==> src/rtl/mux_2to1_pkg.sv <==
// Shared types, defaults and helpers for the registered 2:1 selector.
// Parity helper is used only when MUX_2TO1_PARITY_EN is defined.
package mux_2to1_pkg;

  localparam int unsigned DATA_WIDTH_DEFAULT = 8;
  // Widest word the parity helper folds; narrower words are zero-extended.
  localparam int unsigned PARITY_MAX_W       = 256;

  typedef enum logic {
    SEL_A = 1'b0,
    SEL_B = 1'b1
  } sel_e;

  function automatic logic parity_f(input logic [PARITY_MAX_W-1:0] data);
    return ^data;
  endfunction

endpackage

==> src/rtl/mux_2to1_if.sv <==
// Single valid/ready channel carrying a W-bit payload.
interface mux_2to1_if #(
  parameter int unsigned W = 8
) ();

  logic [W-1:0] data;
  logic         valid;
  logic         ready;

  modport master (output data, output valid, input  ready);
  modport slave  (input  data, input  valid, output ready);

endinterface

==> src/rtl/mux_2to1_skid.sv <==
// One-entry skid buffer in front of an output register; every output is a flop,
// and the upstream ready has no combinational path from the downstream ready.
module mux_2to1_skid #(
  parameter int unsigned W = 8
) (
  input  logic       i_clk,
  input  logic       i_rst,
  mux_2to1_if.slave  slv_if,
  mux_2to1_if.master mst_if
);

  logic [W-1:0] out_data_q, out_data_d;
  logic         out_valid_q, out_valid_d;
  logic [W-1:0] skid_data_q, skid_data_d;
  logic         skid_valid_q, skid_valid_d;
  logic         ready_q, ready_d;
  logic         accept;
  logic         consume;

  assign accept  = slv_if.valid && ready_q;
  assign consume = out_valid_q && mst_if.ready;

  // Next state: drain skid on consume, then place any new word in the first free slot.
  always_comb begin
    out_data_d   = out_data_q;
    out_valid_d  = out_valid_q;
    skid_data_d  = skid_data_q;
    skid_valid_d = skid_valid_q;

    if (consume) begin
      if (skid_valid_q) begin
        out_data_d   = skid_data_q;
        out_valid_d  = 1'b1;
        skid_valid_d = 1'b0;
      end else begin
        out_valid_d  = 1'b0;
      end
    end

    if (accept) begin
      if (!out_valid_q || consume) begin
        out_data_d   = slv_if.data;
        out_valid_d  = 1'b1;
      end else begin
        skid_data_d  = slv_if.data;
        skid_valid_d = 1'b1;
      end
    end

    ready_d = !skid_valid_d;
  end

  always_ff @(posedge i_clk) begin
    if (i_rst) begin
      out_data_q   <= '0;
      out_valid_q  <= 1'b0;
      skid_data_q  <= '0;
      skid_valid_q <= 1'b0;
      ready_q      <= 1'b1;
    end else begin
      out_data_q   <= out_data_d;
      out_valid_q  <= out_valid_d;
      skid_data_q  <= skid_data_d;
      skid_valid_q <= skid_valid_d;
      ready_q      <= ready_d;
    end
  end

  assign slv_if.ready = ready_q;
  assign mst_if.data  = out_data_q;
  assign mst_if.valid = out_valid_q;

endmodule

==> src/rtl/mux_2to1.sv <==
// Registered, flow-controlled 2:1 word selector feeding a one-entry skid buffer.
// Define MUX_2TO1_PARITY_EN to add a registered o_parity output (XOR of o_y).
module mux_2to1
  import mux_2to1_pkg::*;
#(
  parameter int unsigned DATA_WIDTH = DATA_WIDTH_DEFAULT
) (
  input  logic                  i_clk,
  input  logic                  i_rst,
  input  logic [DATA_WIDTH-1:0] i_a,
  input  logic [DATA_WIDTH-1:0] i_b,
  input  logic                  i_sel,
  input  logic                  i_valid,
  output logic                  o_ready,
  output logic [DATA_WIDTH-1:0] o_y,
  output logic                  o_valid,
  input  logic                  i_ready
`ifdef MUX_2TO1_PARITY_EN
  ,
  output logic                  o_parity
`endif
);

`ifdef MUX_2TO1_PARITY_EN
  localparam int unsigned PAYLOAD_W = DATA_WIDTH + 1;
`else
  localparam int unsigned PAYLOAD_W = DATA_WIDTH;
`endif

  logic [DATA_WIDTH-1:0] sel_data;

  mux_2to1_if #(.W(PAYLOAD_W)) up_if ();
  mux_2to1_if #(.W(PAYLOAD_W)) dn_if ();

  always_comb sel_data = (sel_e'(i_sel) == SEL_B) ? i_b : i_a;

  // Parity travels with its word through the skid so it always lines up with o_y.
`ifdef MUX_2TO1_PARITY_EN
  assign up_if.data = {parity_f(PARITY_MAX_W'(sel_data)), sel_data};
  assign o_parity   = dn_if.data[DATA_WIDTH];
`else
  assign up_if.data = sel_data;
`endif

  assign up_if.valid = i_valid;
  assign o_ready     = up_if.ready;
  assign o_y         = dn_if.data[DATA_WIDTH-1:0];
  assign o_valid     = dn_if.valid;
  assign dn_if.ready = i_ready;

  mux_2to1_skid #(.W(PAYLOAD_W)) u_skid (
    .i_clk  (i_clk),
    .i_rst  (i_rst),
    .slv_if (up_if),
    .mst_if (dn_if)
  );

endmodule

==> config.mk <==
export PLATFORM = sky130hd
export DESIGN_NAME = mux_2to1
export DESIGN_NICKNAME = d
export VERILOG_FILES = /design/src/rtl/mux_2to1_pkg.sv /design/src/rtl/mux_2to1_if.sv /design/src/rtl/mux_2to1_skid.sv /design/src/rtl/mux_2to1.sv
export SDC_FILE = /design/constraint.sdc
export NUM_CORES = 1
export LEC_CHECK = 0
export CAP_MARGIN = 15
export CORE_MARGIN = 3
export CORE_UTILIZATION = 40
export CTS_BUF_LIST = sky130_fd_sc_hd__clkbuf_16
export CTS_CLUSTER_DIAMETER = 60
export CTS_CLUSTER_SIZE = 14
export DETAILED_ROUTE_END_ITERATION = 12
export PLACE_DENSITY = 0.79
export SETUP_SLACK_MARGIN = 0.2
export SLEW_MARGIN = 20
export SYNTH_ARGS = -nofsm -noshare
export SYNTH_HDL_FRONTEND = slang
export SYNTH_HIERARCHICAL = 1
export SYNTH_SLANG_ARGS = --single-unit
export TNS_END_PERCENT = 1
==> constraint.sdc <==
create_clock -name i_clk -period 1.4 [get_ports i_clk]
set_clock_uncertainty 0.15 [all_clocks]
set_input_delay 0.28 -clock i_clk [delete_from_list [all_inputs] [get_ports i_clk]]
set_output_delay 0.28 -clock i_clk [all_outputs]
set_load 0.03 [all_outputs]
==> flow_summary.ini, run 1 <==
[outcome]
status = complete, no violations

[yosys]
synthSimpleGateAreaFrac_pct = 22.86
compound_cell_area_share_of_the_yosys_netlist_pct = 16.44
syn_area_per_cell_sq_um = 8.999
yosys.cell_count.top_type = nand2_1
synth_flop_type = dfxtp_1
synth_fp_nets = 125
netlist.area_leader.share_pct = 40.64
yosys.area_share.xor_xnor_pct = 0
synth-seq-area-share_pct = 40.64
combinational_family_with_the_most_area_after_synthesis = simple AND/OR/NAND/NOR gates
synth.cells.most_frequent = nand2_1, dfxtp_1, a21oi_1, mux2_4, nor3_1
post_synth_num_cell_types = 19
synth_cells = 104
synth_async_sr_flop_share_pct = 0
synth_top_area_cell = dfxtp_1
synth.top_cells.by_area = dfxtp_1, nand2_1, mux2_4
post_synth_fa_ha_maj_area_fraction_pct = 0
synthesis.yosys.warnings = 6
cell_area_after_synthesis_sq_um = 935.9
muxShareOfSynthArea_pct = 12.83
synth.ff_latch_count = 19
synth_enable_flop_cells = 0

[worst_setup_path]
slowest_stage = mux2_4
critical_path.endpoint_type = flop
timing.critical_path.arrival_ps = 1260
crit_required_ps = 1370
worstPathBufferInverterCount = 2
cpLargestDelayFamily = buffers and inverters
critPathKind = in2reg
crit_path_max_fanout = 8
critical-path-max-stage-delay_ps = 310
startpoint_type = input pin
crit_path_cell_trace = dlygate4sd2_1 > buf_12 > mux2_4 > nor3_2 > a311oi_2

[placement]
io_buffer_count = 30
place.detailed.instances = 164
detailed_place_hpwl_um = 1675
gp_congestion = 0.7619
postPlaceCellArea_sq_um = 1297
detailedPlace.worstSlack_ps = -446.8

[clocking]
cts_buffers = 3
cts.reportedPaths.clkPinSlew_ps = 50
clock_tree.htree_level_count = 1
root_buffer = clkbuf_16
clk_lat_worst_skew_ps = 250
cts_sinks = 19
clock_tree_from_tritoncts = yes
cts-hold-fix-buffers = 0
max-clock-path-buffers = 2

[finish]
sequential_cell_area_sq_um = 386.6
layout.filler_cells = 169
area.growth.synth_to_final_pct = 54.81
design_area_sq_um = 1449
final_layout_size_suffix_gt1_share_pct = 34.97
diodes = 0
layout.cells.non_filler = 170
multi_input_comb_area_sq_um = 538.0
finalCoreUtilization_pct = 69.59
finish.net_count = 165

[timing]
timing_worst_slew_pin_value_ps = 233.2
max_slew_violations = 0
postLayoutSetupSlackWorst_ps = 112.4
fin_hold_ws_ps = 311.1
rsz0062_at_grt = true
timing.setup.tns_ps = 0
post-route-period-util_pct = 91.97
max-slew-margin-rel_pct = 84.45
post_layout_minimum_cycle_time_ps = 1288
achievable_freq_mhz = 776.6
hold_viol = 0
setup-violations-final = 0

[routing]
vias = 918
drt.antenna.violating_nets = 0
drt_first_iter_violations = 25
detailed_routing_iteration_count_for_the_pre_antenna_repair_pass = 5
route.final.wire_length_um = 2411
avgRoutedWirePerCell_um = 14.18
vias_per_cell = 5.400
number_of_remaining_drc_errors = 0

[die]
floorplan.initialDensity_pct = 44.95
dieArea_sq_um = 2956
num_rows = 16
die_width_um = 54.37
top_level_ports = 31
die_h_um = 54.37
fp.coreArea_sq_um = 2082

[power_and_ir_drop]
vdd_drop_max_mv = 0.7700
total_power_mw = 1.515
cellPowerDensity_nw_per_um2 = 1046
leakagePower_nw = 0.5878

[grt]
maximum_number_of_pins_on_one_net_before_global_route_repair = 18
number_of_global_route_vias_before_repair = 858
grt_pass1_wl_um = 3705
globalRouteTotalUtil_pct = 17.87
grt_antenna_before_repair = 0
gr-total-overflow = 0

[hold_path]
timing.hold.worst.class = reg2reg

[flow_run]
max_cap_violations = 0
[flip-flops by register name, indices dropped and copies added, names as in the netlist]
register	count
u_skid/skid_data_q	8
u_skid/mst_if.data	8
u_skid/slv_if.ready	1
u_skid/mst_if.valid	1
u_skid/skid_valid_q	1
[layout by cell type, fill, tap and decap left out, types with 2 or more instances in the layout]
cell type | netlist | layout
nand2_1 | 33 | 33
clkdlybuf4s50_1 | 0 | 17
a311oi_1 | 5 | 4
buf_12 | 0 | 2
nor3_2 | 0 | 6
clkbuf_16 | 0 | 3
inv_1 | 2 | 3
dfxtp_1 | 19 | 16
a311oi_2 | 3 | 4
dlygate4sd2_1 | 0 | 2
a21oi_1 | 9 | 9
buf_4 | 0 | 18
dfxtp_2 | 0 | 2
mux2_4 | 8 | 8
[worst paths after layout]
kind	from	end	slack, ps	depth (start not counted)
max reg2reg	u_skid/mst_if.valid	u_skid/mst_if.data[2]	130	3
min reg2reg	u_skid/skid_data_q[7]	u_skid/skid_data_q[7]	310	2
max	i_sel	u_skid/mst_if.data[0]	110	5
min	u_skid/skid_data_q[7]	u_skid/skid_data_q[7]	310	2
[layer usage]
metal / track usage (%) / wire length (um) / vias up
met5: 0 / 0 / -
met4: 15.35 / 94 / 0
met3: 2.180 / 182 / 8
met2: 29.28 / 1121 / 57
met1: 20.37 / 1013 / 411
li1: - / - / 442
[what timing repair did]
item,in CTS,in global routing
gates cloned,0,0
setup buffers,1,1
gates resized for setup,11,8
pin swaps,3,2
setup endpoints to repair,21,16
[power by group]
group	leakage (nW)	switching [mW]	internal, mW	total (mW)
sequential	0.156	0.0237	0.576	0.599
combinational	0.389	0.166	0.177	0.343
clock	0.0423	0.193	0.379	0.573
total	0.588	0.383	1.13	1.52
[logic make-up (layout without fill, tap and decap cells)]
logic type      Yosys count  in the layout
flops                    19             19
mux                       8              8
buf+inv                  10             49
compound gates           20             20
simple gates             47             47
[final cells by class]
type                       count  area share, %
inverter                       2         0.5181
clock buffer                   3          5.181
timing repair buffer          43          27.89
sequential                    19          26.68
multi-input combinational     75          37.13
clock inverter                 1         0.2591
tap                           27          2.332
[worst min-delay path: cells and delay by family, from the launching register on]
family / cells / cell delay, ps
and+or+nand+nor: 1 / 50
DFF: 1 / 310
AOI/OAI and AO/OA: 1 / 50
(Power assumes the default switching activity.)
==> run 2, diff against run 1 <==
--- a/config.mk
+++ b/config.mk
@@ -14,7 +14,7 @@
 export DETAILED_ROUTE_END_ITERATION = 12
 export PLACE_DENSITY = 0.79
 export SETUP_SLACK_MARGIN = 0.2
-export SLEW_MARGIN = 20
+export SLEW_MARGIN = 0
 export SYNTH_ARGS = -nofsm -noshare
 export SYNTH_HDL_FRONTEND = slang
 export SYNTH_HIERARCHICAL = 1
==> results of run 2 <==
No change in the layout: final DEF, timing and power equal those of run 1.
